<file path="src/rtl/fan_speed_ctrl_if.sv">
// Control/status bundle between the thermal controller and its sampling master.
interface fan_speed_ctrl_if;
  logic       enable;
  logic       temp_valid;
  logic [6:0] temperature;
  logic [6:0] setpoint;
  logic [1:0] fan_speed;
  logic       sign;
  logic [6:0] rollover_val;
  logic       alarm;
  logic       busy;

  modport master (
    output enable, temp_valid, temperature, setpoint,
    input  fan_speed, sign, rollover_val, alarm, busy
  );

  modport slave (
    input  enable, temp_valid, temperature, setpoint,
    output fan_speed, sign, rollover_val, alarm, busy
  );
endinterface

</file>
<file path="src/rtl/fan_speed_ctrl.sv">
// Closed-loop fan/thermal controller: debounced heat/cool requests, reversal hold, fault override.
//
// state | meaning
// IDLE  | controller disabled, fan off, rollover 0
// HOLD  | within dead-band or pausing between heat/cool reversal
// HEAT  | driving temperature up toward setpoint
// COOL  | driving temperature down toward setpoint
// FAULT | over-temperature, fan forced to full, alarm raised
module fan_speed_ctrl #(
  parameter int HYST     = 2,
  parameter int SETTLE   = 3,
  parameter int MAX_TEMP = 100
) (
  input logic             clk_i,
  input logic             rst_i,
  fan_speed_ctrl_if.slave bus
);

  typedef enum logic [2:0] {
    ST_IDLE,
    ST_HOLD,
    ST_HEAT,
    ST_COOL,
    ST_FAULT
  } state_e;

  localparam int CW = (SETTLE <= 3) ? 2 : $clog2(SETTLE + 1);
  localparam logic [CW-1:0] SETTLE_C = CW'(SETTLE);
  localparam logic [6:0]    H1       = 7'(HYST);
  localparam logic [6:0]    H2       = 7'(2 * HYST);
  localparam logic [6:0]    H4       = 7'(4 * HYST);
  localparam logic [6:0]    TMAX     = 7'(MAX_TEMP);

  state_e        state_q, state_d;
  state_e        pend_state_q, pend_state_d;
  logic [1:0]    pend_speed_q, pend_speed_d;
  logic [CW-1:0] cnt_q, cnt_d;
  logic [CW-1:0] cnt_inc;
  logic [1:0]    speed_q, speed_d;
  logic [1:0]    dir_speed;
  logic          sign_q, sign_d;
  logic [6:0]    roll_q, roll_d;
  logic          alarm_q, busy_q;

  logic signed [7:0] err;
  logic [6:0]        mag;
  state_e            req_state;
  logic [1:0]        req_speed;
  logic              fault_hit;

  assign err = $signed({1'b0, bus.temperature}) - $signed({1'b0, bus.setpoint});
  assign mag = err[7] ? 7'(-err) : err[6:0];
  assign fault_hit = bus.temp_valid && (bus.temperature >= TMAX);

  // Band code is mirrored between heat and cool to match the counter stage rate map.
  always_comb begin
    req_state = ST_HOLD;
    req_speed = 2'b00;
    if (mag > H1) begin
      req_state = err[7] ? ST_HEAT : ST_COOL;
      if (mag <= H2)      req_speed = err[7] ? 2'b11 : 2'b01;
      else if (mag <= H4) req_speed = 2'b10;
      else                req_speed = err[7] ? 2'b01 : 2'b11;
    end
  end

  always_comb begin
    state_d      = state_q;
    pend_state_d = pend_state_q;
    pend_speed_d = pend_speed_q;
    cnt_d        = cnt_q;
    cnt_inc      = cnt_q;
    dir_speed    = speed_q;

    if (fault_hit) begin
      state_d = ST_FAULT;
      cnt_d   = '0;
    end else if (state_q == ST_FAULT) begin
      if (bus.temp_valid && (bus.temperature <= bus.setpoint))
        state_d = bus.enable ? ST_HOLD : ST_IDLE;
    end else if (!bus.enable) begin
      state_d = ST_IDLE;
      cnt_d   = '0;
    end else if (state_q == ST_IDLE) begin
      state_d = ST_HOLD;
    end else if (bus.temp_valid) begin
      if (req_state == state_q && req_speed == speed_q) begin
        cnt_d = '0;
      end else begin
        if (req_state == pend_state_q && req_speed == pend_speed_q) begin
          cnt_inc = cnt_q + 1'b1;
        end else begin
          pend_state_d = req_state;
          pend_speed_d = req_speed;
          cnt_inc      = CW'(1);
        end
        if (cnt_inc >= SETTLE_C) begin
          cnt_d     = '0;
          dir_speed = req_speed;
          // A direct heat<->cool flip parks in HOLD; the new direction must settle again.
          if ((req_state == ST_HEAT && state_q == ST_COOL) ||
              (req_state == ST_COOL && state_q == ST_HEAT))
            state_d = ST_HOLD;
          else
            state_d = req_state;
        end else begin
          cnt_d = cnt_inc;
        end
      end
    end
  end

  always_comb begin
    speed_d = 2'b00;
    sign_d  = sign_q;
    roll_d  = bus.setpoint;
    case (state_d)
      ST_IDLE: begin
        sign_d = 1'b0;
        roll_d = 7'd0;
      end
      ST_HEAT: begin
        speed_d = dir_speed;
        sign_d  = 1'b1;
      end
      ST_COOL: begin
        speed_d = dir_speed;
        sign_d  = 1'b0;
      end
      ST_FAULT: begin
        speed_d = 2'b11;
        sign_d  = 1'b0;
      end
      default: ;
    endcase
  end

  always_ff @(posedge clk_i) begin
    if (rst_i) begin
      state_q      <= ST_IDLE;
      pend_state_q <= ST_IDLE;
      pend_speed_q <= 2'b00;
      cnt_q        <= '0;
      speed_q      <= 2'b00;
      sign_q       <= 1'b0;
      roll_q       <= 7'd0;
      alarm_q      <= 1'b0;
      busy_q       <= 1'b0;
    end else begin
      state_q      <= state_d;
      pend_state_q <= pend_state_d;
      pend_speed_q <= pend_speed_d;
      cnt_q        <= cnt_d;
      speed_q      <= speed_d;
      sign_q       <= sign_d;
      roll_q       <= roll_d;
      alarm_q      <= (state_d == ST_FAULT);
      busy_q       <= (cnt_d != '0);
    end
  end

  assign bus.fan_speed    = speed_q;
  assign bus.sign         = sign_q;
  assign bus.rollover_val = roll_q;
  assign bus.alarm        = alarm_q;
  assign bus.busy         = busy_q;

endmodule

</file>
<file path="src/flat_wrapper.sv">
// flat-port wrapper written by rule: the top's interface ports become plain ports
module fan_speed_ctrl_flat 
#(
  parameter int HYST     = 2,
  parameter int SETTLE   = 3,
  parameter int MAX_TEMP = 100
)
  (clk_i, rst_i, bus_enable, bus_temp_valid, bus_temperature, bus_setpoint, bus_fan_speed, bus_sign, bus_rollover_val, bus_alarm, bus_busy);
  fan_speed_ctrl_if bus_i ();
  input logic clk_i;
  input logic rst_i;
  input wire logic [$bits(bus_i.enable)-1:0] bus_enable;
  input wire logic [$bits(bus_i.temp_valid)-1:0] bus_temp_valid;
  input wire logic [$bits(bus_i.temperature)-1:0] bus_temperature;
  input wire logic [$bits(bus_i.setpoint)-1:0] bus_setpoint;
  output wire logic [$bits(bus_i.fan_speed)-1:0] bus_fan_speed;
  output wire logic [$bits(bus_i.sign)-1:0] bus_sign;
  output wire logic [$bits(bus_i.rollover_val)-1:0] bus_rollover_val;
  output wire logic [$bits(bus_i.alarm)-1:0] bus_alarm;
  output wire logic [$bits(bus_i.busy)-1:0] bus_busy;
  assign bus_i.enable = bus_enable;
  assign bus_i.temp_valid = bus_temp_valid;
  assign bus_i.temperature = bus_temperature;
  assign bus_i.setpoint = bus_setpoint;
  assign bus_fan_speed = bus_i.fan_speed;
  assign bus_sign = bus_i.sign;
  assign bus_rollover_val = bus_i.rollover_val;
  assign bus_alarm = bus_i.alarm;
  assign bus_busy = bus_i.busy;
  fan_speed_ctrl #(.HYST(HYST), .SETTLE(SETTLE), .MAX_TEMP(MAX_TEMP)) u_core (.clk_i(clk_i), .rst_i(rst_i), .bus(bus_i));
endmodule
</file>
<file path="config.mk">
export PLATFORM = sky130hd
export DESIGN_NAME = fan_speed_ctrl_flat
export DESIGN_NICKNAME = d
export VERILOG_FILES = /design/src/rtl/fan_speed_ctrl_if.sv /design/src/rtl/fan_speed_ctrl.sv /design/src/flat_wrapper.sv
export SDC_FILE = /design/constraint.sdc
export NUM_CORES = 1
export LEC_CHECK = 0
export ABC_AREA = 1
export BUFFER_PORTS_ARGS = -buffer_cell sky130_fd_sc_hd__buf_2
export CAP_MARGIN = 40
export CORE_MARGIN = 3
export CORE_UTILIZATION = 43
export CTS_BUF_LIST = sky130_fd_sc_hd__clkbuf_2
export DETAILED_ROUTE_END_ITERATION = 10
export GPL_ROUTABILITY_DRIVEN = 0
export HOLD_SLACK_MARGIN = 0.12
export SYNTH_ARGS = -nofsm -noshare
export SYNTH_HDL_FRONTEND = slang
export SYNTH_SLANG_ARGS = --single-unit
</file>
<file path="constraint.sdc">
create_clock -name clk_i -period 4.1 [get_ports clk_i]
set_input_delay 0.615 -clock clk_i [delete_from_list [all_inputs] [get_ports clk_i]]
set_output_delay 0.615 -clock clk_i [all_outputs]
set_load 0.02 [all_outputs]
</file>
# [Word-level counts from Yosys, hierarchy flattened]
# Index checks and enable logic that the tools add are counted.
# W data, S select, Z words.
[classes] add_sub_neg=3 magnitude_cmp=6 n_eq_ne=19 muxes=41 bitwise=5 n_reduce_logical=16
[op_table] op="$mux W2" count=26
[op_table] op="$mux W3" count=10
[op_table] op="$eq A3 B2 Y1 const B" count=6
[op_table] op="$reduce_and A7 Y1" count=2
[op_table] op="$ne A2 B2 Y1 const B" count=4
[op_table] op="$sub A7 B7 Y8" count=1
[op_table] op="$ge A7 B7 Y1 const B" count=1
[op_table] op="$gt A7 B2 Y1 const B" count=1
[op_table] op="$le A7 B3 Y1 const B" count=1
[op_table] op="$le A7 B4 Y1 const B" count=1
[op_table] op="$le A7 B7 Y1" count=1
[op_table] op="$mux W7" count=1
[op_table] op="$neg A7 Y7" count=1
[op_table] op="$eq A3 B3 Y1" count=2
[op_table] op="$eq A3 B3 Y1 const B" count=2
[op_table] op="$logic_and A1 B1 Y1" count=6
[op_table] op="$logic_not A3 Y1" count=2
[op_table] op="$ne A2 B1 Y1 const B" count=3
[op_table] op="$not A1 Y1" count=5
[op_table] op="$eq A2 B2 Y1" count=2
[op_table] op="$pmux W2 S2" count=1
[op_table] op="$reduce_bool A2 Y1" count=2
[op_table] op="$reduce_or A2 Y1" count=2
[op_table] op="$reduce_or A3 Y1" count=1
[op_table] op="5 further kinds" count=6
[totals] regBits=22 inputBits=18

# [Depth between registers and ports, before layout]
# Gate-level depths: netlist of run 1.
[depth] word_depth=28 ltp_mapped=29 depth_no_buf=29

# [Least setup slack after synthesis of run 1]
# No wires, ideal clock.
[synth_path] path_kind="in2reg" start="input bus_temperature[0]" end="register u_core.roll_q[0], in the netlist u_core.bus.rollover_val[0]" arrival_ps=3175 setup_slack_ps=807 stages=26 cell_sequence="inv_1 ha_1 fa_1 inv_1 nand3_1 nand2_1 nand2_1 nand2_1 nand3_1 nand3_1 nand3_1 nor2_4 nand2_2 buf_6 nand2_1 nand3_1 nor2_1 nand2_1 nor2_1 inv_2 nand3_1 nand3_1 nand3_2 nand2_2 nand2_4 a21oi_2"
[synth_via] elab_chain_len=26 elab_cells_between_ends=47 cone_classes="add/sub (2); order compare (6); eq/ne (6); mux (24); reduce/logical (9)"
[synth_rtl] element="from (decl)" line_no="flat_wrapper.sv:14" text="input wire logic [$bits(bus_i.temperature)-1:0] bus_temperature;"
[synth_rtl] element="$sub A7 B7 Y8" line_no="fan_speed_ctrl.sv:51" text="assign err = $signed({1'b0, bus.temperature}) - $signed({1'b0, bus.setpoint});"
[synth_rtl] element="$neg A7 Y7" line_no="fan_speed_ctrl.sv:52" text="assign mag = err[7] ? 7'(-err) : err[6:0];"
[synth_rtl] element="$mux W7" line_no="fan_speed_ctrl.sv:52"
[synth_rtl] element="$le A7 B4 Y1" line_no="fan_speed_ctrl.sv:62" text="else if (mag <= H4) req_speed = 2'b10;"
[synth_rtl] element="$mux W2" line_no="fan_speed_ctrl.sv:62"
[synth_rtl] element="$mux W2" line_no="fan_speed_ctrl.sv:61" text="if (mag <= H2) req_speed = err[7] ? 2'b11 : 2'b01;"
[synth_rtl] element="$mux W2" line_no="fan_speed_ctrl.sv:59" text="if (mag > H1) begin"
[synth_rtl] element="$eq A2 B2 Y1" line_no="fan_speed_ctrl.sv:90" text="if (req_state == pend_state_q && req_speed == pend_speed_q) begin"
[synth_rtl] element="[10 not listed]"
[synth_rtl] element="$mux W3" line_no="fan_speed_ctrl.sv:87" text="if (req_state == state_q && req_speed == speed_q) begin"
[synth_rtl] element="$mux W3" line_no="fan_speed_ctrl.sv:86" text="end else if (bus.temp_valid) begin"
[synth_rtl] element="$mux W3" line_no="fan_speed_ctrl.sv:84" text="end else if (state_q == ST_IDLE) begin"
[synth_rtl] element="$mux W3" line_no="fan_speed_ctrl.sv:81" text="end else if (!bus.enable) begin"
[synth_rtl] element="$mux W3" line_no="fan_speed_ctrl.sv:78" text="end else if (state_q == ST_FAULT) begin"
[synth_rtl] element="$mux W3 (*)" line_no="fan_speed_ctrl.sv:75" text="if (fault_hit) begin"
[synth_rtl] element="$logic_not A3 Y1 (*)" line_no="fan_speed_ctrl.sv:117" text="case (state_d)"
[synth_rtl] element="$reduce_or A2 Y1 (no source line) (*)"
[synth_rtl] element="to (signal assigned)" line_no="fan_speed_ctrl.sv:156" text="roll_q <= roll_d;"
[synth_rtl] element="to (decl)" line_no="fan_speed_ctrl.sv:42" text="logic [6:0] roll_q, roll_d;"
# Mark *: on every way between the ends. The rest lies on a longest branch, timed or not. The select of a mux whose other input is x is not followed.
# A chain may end at the register's enable or synchronous reset.

# [Worst setup path in the final report of run 1]
[layout_path] start="input bus_setpoint[2]" end="register u_core.roll_q[1], in the netlist u_core.bus.rollover_val[1]"
[layout_via] elab_chain_len=26 elab_cells_between_ends=45 cone_classes="add/sub (2); order compare (5); eq/ne (6); mux (24); reduce/logical (8)"
[layout_rtl] element="from (decl)" line_no="flat_wrapper.sv:15" text="input wire logic [$bits(bus_i.setpoint)-1:0] bus_setpoint;"
[layout_rtl] element="$sub A7 B7 Y8" line_no="fan_speed_ctrl.sv:51"
[layout_rtl] element="$neg A7 Y7" line_no="fan_speed_ctrl.sv:52"
[layout_rtl] element="$mux W7" line_no="fan_speed_ctrl.sv:52"
[layout_rtl] element="$le A7 B4 Y1" line_no="fan_speed_ctrl.sv:62"
[layout_rtl] element="$mux W2" line_no="fan_speed_ctrl.sv:62"
[layout_rtl] element="$mux W2" line_no="fan_speed_ctrl.sv:61"
[layout_rtl] element="$mux W2" line_no="fan_speed_ctrl.sv:59"
[layout_rtl] element="$eq A2 B2 Y1" line_no="fan_speed_ctrl.sv:90"
[layout_rtl] element="[10 not listed]"
[layout_rtl] element="$mux W3" line_no="fan_speed_ctrl.sv:87"
[layout_rtl] element="$mux W3" line_no="fan_speed_ctrl.sv:86"
[layout_rtl] element="$mux W3" line_no="fan_speed_ctrl.sv:84"
[layout_rtl] element="$mux W3" line_no="fan_speed_ctrl.sv:81"
[layout_rtl] element="$mux W3 (*)" line_no="fan_speed_ctrl.sv:78"
[layout_rtl] element="$mux W3 (*)" line_no="fan_speed_ctrl.sv:75"
[layout_rtl] element="$logic_not A3 Y1 (*)" line_no="fan_speed_ctrl.sv:117"
[layout_rtl] element="$reduce_or A2 Y1 (no source line) (*)"
# Marks and branches as above.

==> results of run 1 <==
==> critical path, stage by stage <==
cell                      delay, ns
sky130_fd_sc_hd__buf_2         0.08
sky130_fd_sc_hd__inv_1         0.06
sky130_fd_sc_hd__ha_1          0.38
sky130_fd_sc_hd__a21oi_2       0.22
sky130_fd_sc_hd__nand2_1       0.13
sky130_fd_sc_hd__a21oi_4       0.43
sky130_fd_sc_hd__nand3_1       0.13
sky130_fd_sc_hd__nand2_1       0.09
sky130_fd_sc_hd__nand3_1       0.13
sky130_fd_sc_hd__nor2_4        0.19
sky130_fd_sc_hd__nand2_2       0.19
sky130_fd_sc_hd__nand2_1       0.19
sky130_fd_sc_hd__inv_1         0.07
sky130_fd_sc_hd__nand2_1       0.05
sky130_fd_sc_hd__nand2_1       0.05
sky130_fd_sc_hd__inv_1         0.04
sky130_fd_sc_hd__nand2_1       0.04
sky130_fd_sc_hd__nor2_1        0.24
sky130_fd_sc_hd__inv_2         0.08
sky130_fd_sc_hd__nand3_1       0.10
sky130_fd_sc_hd__nand3_1       0.10
sky130_fd_sc_hd__nand3_2       0.10
sky130_fd_sc_hd__nand2_2       0.08
sky130_fd_sc_hd__nand2_4       0.13
sky130_fd_sc_hd__a21oi_2       0.07
==> report_power, final <==
part | switching (mW) | internal, mW
Sequential | 0.00531 | 0.215
Combinational | 0.159 | 0.0817
Clock | 0.0738 | 0.0227
==> sequential cells by signal (all words and copies together), names as in the netlist <==
signal	count
u_core.bus.rollover_val	7
u_core.state_q	3
u_core.bus.fan_speed	2
u_core.cnt_q	2
u_core.pend_speed_q	2
u_core.pend_state_q	2
u_core.bus.alarm	1
u_core.bus.busy	1
u_core.bus.sign	1
==> final timing paths <==
| path | startpoint | endpoint | slack, ns | cells after the start |
|---|---|---|---|---|
| hold reg to reg | u_core.pend_speed_q[1] | u_core.pend_speed_q[1] | 0.50 | 2 |
| setup reg to reg | u_core.state_q[0] | u_core.bus.rollover_val[1] | 2.08 | 11 |
| hold / removal | bus_setpoint[0] | u_core.bus.rollover_val[0] | 0.49 | 3 |
| setup / recovery | bus_setpoint[2] | u_core.bus.rollover_val[1] | 0.37 | 25 |
==> layout make-up <==
cell class | count | area (um^2)
repair buffers | 30 | 153
well taps | 50 | 62.6
clock inverters | 1 | 7.51
clock buffers | 3 | 15.0
multi-input cells | 209 | 1160
inverters | 56 | 210
flip-flops and latches | 21 | 420
fillers | 451 | 2000
==> Yosys cell counts, drive strengths merged <==
cell type / number
nand2: 79
nor2: 27
o21ai: 7
nor3: 9
o22ai: 2
nand3: 41
nand4: 5
ha: 7
buf: 2
a21oi: 26
clkbuf: 1
o211ai: 1
nand3b: 1
xnor2: 2
fa: 1
inv: 56
dfxtp: 21
or2: 1
==> routing by layer <==
layer  up-vias  wire, um
met5         -         0
met4         0        20
met3         2       274
met2        55      1800
met1       809      2320
li1        984         -
==> cells by family (layout without fill, tap and decap cells) <==
family          after synthesis  count (layout)
xor+xnor                      2               2
buf+inv                      59              90
fa+ha+maj                     8               8
simple gates                163             163
flops                        21              21
compound gates               36              36
==> metrics.log, run 1 <==
[metrics] result of the run: finished clean
[metrics] Worst Max-Slew Pin Slew: 0.479 ns
[metrics] DIE WIDTH: 71.0 um
[metrics] via count of the routed design: 1850
[metrics] area grow syn2layout: 11.6%
[metrics] xor/xnor share of the synthesized area: 0.0138
[metrics] count of different cell masters after synthesis: 31
[metrics] GR Layer Usage met2: 0.256
[metrics] pin count of the biggest net entering global routing: 16
[metrics] tightest slew margin relative to the limit: 0.680
[metrics] combinational family with the most area after synthesis: simple AND/OR/NAND/NOR gates
[metrics] setup violation total in the final timing report: 0
[metrics] CTS buffer count: 3
[metrics] average cell area after synthesis: 6.29 um^2
[metrics] final HPWL from detailed placement: 3600 um
[metrics] arrival time of data at the critical path endpoint: 4.00 ns
[metrics] Final Util: 0.504
[metrics] kind of start point of the critical path: input port
[metrics] gate count of the mapped netlist: 289
[metrics] number of synthesized register bits: 21
[metrics] final wirelength: 4420 um
[metrics] DRT iter0 DRCs: 113
[metrics] commonest non-fill, non-tap cells in the layout: 71 x sky130_fd_sc_hd__nand2_1, 52 x sky130_fd_sc_hd__inv_1, 35 x sky130_fd_sc_hd__nand3_1
[metrics] final-stage net count: 347
[metrics] adder-cell area share of the yosys netlist: 0.0592
[metrics] Routed wire per std cell: 11.9 um
[metrics] number of buffers inserted by port buffering: 29
[metrics] dpl ws: 0.0570 ns
[metrics] Congestion Overflow GR: 0
[metrics] met3 Track Usage GR: 0.0355
[metrics] antenna diode instance count: 0
[metrics] via count of the first global-routing pass: 1587
[metrics] hold buffer count at cts: 0
[metrics] worst clock skew: 0.0115 ns
[metrics] area inside the core boundary: 4030 um^2
[metrics] global router's overall resource usage: 0.178
[metrics] die outline height: 71.0 um
[metrics] RSZ-0062 raised after global routing: false
[metrics] biggest area contributors in the synthesized netlist: sky130_fd_sc_hd__dfxtp_1 23%, sky130_fd_sc_hd__nand2_1 15%, sky130_fd_sc_hd__inv_1 11%, sky130_fd_sc_hd__nand3_1 9.6%, sky130_fd_sc_hd__ha_1 4.8%
[metrics] multiplexer share of the synthesized area: 0
[metrics] global-route track usage on met1: 0.280
[metrics] Pwr Density: 274 nW/um^2
[metrics] number of hold violations in the final report: 0
[metrics] CP Class: input port to register
[metrics] number of placed instances, taps included: 366
[metrics] largest voltage drop on the vdd net: 0.161 mV
[metrics] sequential share of the synthesized area: 0.231
[metrics] overall power: 0.557 mW
[metrics] share of the clock period used by the worst path after layout: 0.910
[metrics] Setup Total Neg Slack: 0 ns
[metrics] non-filler instance count after layout: 370
[metrics] die area: 5040 um^2
[metrics] required arrival time at the worst endpoint: 4.37 ns
[metrics] least setup slack across all paths after layout: 0.370 ns
[metrics] Clk Latency, worst-skew pair: 0.35 ns
[metrics] Post-CTS Resized: 0
[metrics] number of buffers on the longest clock path: 2
[metrics] layout cell share with drive strength beyond 1: 0.225
[metrics] worst hold slack across all endpoints: 0.487 ns
[metrics] critical path fanouts, max: 15
[metrics] number of antenna violations at the first check in global routing: 0
[metrics] post-route cell area: 2030 um^2
[metrics] Synth Area in Compound Gates: 0.129
[metrics] Lkg Pwr: 1.10 nW
[metrics] number of design rule violations left after detail routing: 0
[metrics] first-pass GRT wire length: 7330 um
[metrics] I/O pins: 30
[metrics] buffer type at the clock tree root: sky130_fd_sc_hd__clkbuf_2
[metrics] Area after DPL: 2010 um^2
[metrics] detailed-router iteration count before antenna repair: 4
[metrics] nets in the synthesized netlist: 315
[metrics] leading cell type in the layout, fill and taps excluded: sky130_fd_sc_hd__nand2_1
[metrics] Worst Hold Class: input port to register
[metrics] H-tree depth: 1
[metrics] max-cap viol count: 0
[metrics] Post-CTS Setup Repair Bufs: 0
[metrics] Post-Syn Area: 1820 um^2
[metrics] via density per instance: 5.00
[metrics] Yosys Warn Count: 0
[metrics] number of sinks handled by clock tree synthesis: 21
[metrics] TritonCTS clock tree: yes
[metrics] number of pins with negative max-slew slack in the final report: 0
[metrics] clock transition at the registers of the reported paths: 0.22 ns
[metrics] Placement Rows: 23
[metrics] Fmax achieved: 268 MHz
[metrics] remaining antenna violation count after routing: 0
[metrics] synthesized-area fraction occupied by and/or/nand/nor cells: 0.437
[metrics] proportion of netlist area held by the largest area contributor: 0.231
[metrics] starting density of the core: 0.451
[metrics] cell type contributing the most total cell area after synthesis: sky130_fd_sc_hd__dfxtp_1
[metrics] final period demand of the worst path: 3.73 ns
[metrics] Worst Setup End Kind: register
[metrics] Top Usage Layer GRT: met1
Power figures use the tool's default switching activity.
==> inputs of run 2 (changes only) <==
--- a/config.mk
+++ b/config.mk
@@ -8,6 +8,7 @@
 export ABC_AREA = 1
 export BUFFER_PORTS_ARGS = -buffer_cell sky130_fd_sc_hd__buf_2
 export CAP_MARGIN = 40
+export CORE_ASPECT_RATIO = 2
 export CORE_MARGIN = 3
 export CORE_UTILIZATION = 43
 export CTS_BUF_LIST = sky130_fd_sc_hd__clkbuf_2
==> run 2 against run 1 <==
Clock skew is 0.0068 ns lower; die area is 0.94% higher; via count is 1.9% higher; global-route usage is 2.8 points higher; final cell count stayed put; non-clock buffer count is 1 lower; routed wire length is 5.7% higher; clock power is 1% lower; largest cell class unchanged.
==> metrics.log, run 2 (synthesis gave the netlist of run 1 again) <==
[metrics] global router's overall resource usage: 0.206
[metrics] Fmax achieved: 279 MHz
[metrics] number of pins with negative max-slew slack in the final report: 0
[metrics] die area: 5090 um^2
[metrics] detailed-router iteration count before antenna repair: 4
[metrics] leading cell type in the layout, fill and taps excluded: sky130_fd_sc_hd__nand2_1
[metrics] start point of the critical path: bus_setpoint[2]
[metrics] CTS buffer count: 3
[metrics] number of sinks handled by clock tree synthesis: 21
[metrics] flip-flop count of the largest register after layout: 7
[metrics] Pwr Density: 275 nW/um^2
[metrics] Post-CTS Setup Repair Bufs: 0
[metrics] largest voltage drop on the vdd net: 0.128 mV
[metrics] result of the run: finished clean
[metrics] Congestion Overflow GR: 0
[metrics] Buffers & Inverters on Critical Path: 5
[metrics] commonest non-fill, non-tap cells in the layout: 71 x sky130_fd_sc_hd__nand2_1, 52 x sky130_fd_sc_hd__inv_1, 35 x sky130_fd_sc_hd__nand3_1
[metrics] remaining antenna violation count after routing: 0
[metrics] Worst path max stage delay: 0.39 ns
[metrics] Post-CTS Resized: 0
[metrics] DIE WIDTH: 52.0 um
[metrics] via count of the first global-routing pass: 1884
[metrics] area taken by multi-input logic gates: 1160 um^2
[metrics] register area: 420 um^2
[metrics] setup violation total in the final timing report: 0
[metrics] I/O pins: 30
[metrics] kind of start point of the critical path: input port
[metrics] arrival time of data at the critical path endpoint: 3.86 ns
[metrics] RSZ-0062 raised after global routing: false
[metrics] number of antenna violations at the first check in global routing: 0
[metrics] Routed wire per std cell: 12.6 um
[metrics] Clk Latency, worst-skew pair: 0.35 ns
[metrics] clock transition at the registers of the reported paths: 0.22 ns
[metrics] worst clock skew: 0.00474 ns
[metrics] number of design rule violations left after detail routing: 0
[metrics] via density per instance: 5.10
[metrics] Setup Total Neg Slack: 0 ns
[metrics] antenna diode instance count: 0
[metrics] required arrival time at the worst endpoint: 4.37 ns
[metrics] layout cell share with drive strength beyond 1: 0.223
[metrics] final wirelength: 4670 um
[metrics] critical path fanouts, max: 15
[metrics] Final Util: 0.510
[metrics] area inside the core boundary: 3960 um^2
[metrics] tightest slew margin relative to the limit: 0.710
[metrics] Worst Setup End Kind: register
[metrics] die outline height: 98.0 um
[metrics] via count of the routed design: 1886
[metrics] filler instances: 436
[metrics] cell repeated most along the worst path: sky130_fd_sc_hd__nand2_1
[metrics] TritonCTS clock tree: yes
[metrics] buffer type at the clock tree root: sky130_fd_sc_hd__clkbuf_2
[metrics] pin count of the biggest net entering global routing: 16
[metrics] share of the clock period used by the worst path after layout: 0.875
[metrics] H-tree depth: 1
[metrics] starting density of the core: 0.459
[metrics] Placement Rows: 32
[metrics] hold buffer count at cts: 0
[metrics] DRT iter0 DRCs: 31
[metrics] Worst Max-Slew Pin Slew: 0.434 ns
[metrics] category of cells accounting for the largest share of critical-path delay: simple AND/OR/NAND/NOR gates
[metrics] area grow syn2layout: 11.3%
[metrics] Reg2Reg Launch Point: u_core.state_q[0]
[metrics] final HPWL from detailed placement: 3980 um
[metrics] Lkg Pwr: 1.10 nW
[metrics] min-delay src: bus_setpoint[4]
[metrics] final period demand of the worst path: 3.59 ns
[metrics] final-stage net count: 346
[metrics] CP Class: input port to register
[metrics] slowest library cell on the worst path: sky130_fd_sc_hd__a21oi_4
[metrics] first-pass GRT wire length: 8160 um
[metrics] number of buffers on the longest clock path: 2
[metrics] number of hold violations in the final report: 0
[metrics] max-cap viol count: 0
[metrics] number of buffers inserted by port buffering: 29
[metrics] Worst Hold Class: input port to register
[run 2: cell types whose count changed in the layout (fill, tap and decap cells not counted)]
cell | previous run | this run
sky130_fd_sc_hd__buf_4 | 1 | 0
[run 2: area by class of cell]
class / instances / share of cell area
multi-input combinational: 209 / 0.574
timing repair buffer: 29 / 0.0717
clock inverter: 1 / 0.00371
tap: 51 / 0.0315
clock buffer: 3 / 0.00742
sequential: 21 / 0.208
inverter: 56 / 0.104
[run 2: worst paths after layout]
kind	to	slack [ns]	cells past startpoint
worst min-delay path	u_core.bus.rollover_val[4]	0.48	3
worst min register to register	u_core.pend_speed_q[1]	0.50	2
worst max register to register	u_core.bus.rollover_val[6]	2.12	11
worst max-delay path	u_core.bus.rollover_val[6]	0.51	25
[run 2: stage by stage]
step                      std cells  hold WS [ns]  instance area [um^2]  setup slack [ns]  power, mW
final                           370         0.481                  2020             0.512      0.556
after global placement          366         0.469                  2000            0.0810      0.466
after detailed placement        366         0.472                  2000            0.0945      0.465
after CTS                       370         0.463                  2020             0.489      0.562
after floorplan                 289         0.445                  1820             0.807      0.414
after global routing            370         0.466                  2020             0.116      0.601
[run 2: where the power goes]
group,switching [mW],internal (mW),total (mW)
Combinational,0.159,0.0820,0.241
Clock,0.0726,0.0227,0.0953
Sequential,0.00500,0.215,0.220
Total,0.236,0.319,0.556
[run 2: worst register-to-register path: stages (launching register included)]
cell	delay [ns]
sky130_fd_sc_hd__dfxtp_1	0.42
sky130_fd_sc_hd__nor2_1	0.25
sky130_fd_sc_hd__inv_1	0.11
sky130_fd_sc_hd__nor2_1	0.15
sky130_fd_sc_hd__inv_1	0.10
sky130_fd_sc_hd__a21oi_1	0.18
sky130_fd_sc_hd__nor2_1	0.08
sky130_fd_sc_hd__inv_1	0.15
sky130_fd_sc_hd__a21oi_2	0.08
sky130_fd_sc_hd__nor2_1	0.16
sky130_fd_sc_hd__inv_2	0.13
sky130_fd_sc_hd__a21oi_2	0.16
[run 2: routing by layer]
metal / track usage / part of all wire
met1: 0.195 / 0.34
met2: 0.389 / 0.58
met3: 0.0183 / 0.027
met4: 0.137 / 0.055
met5: 0 / 0
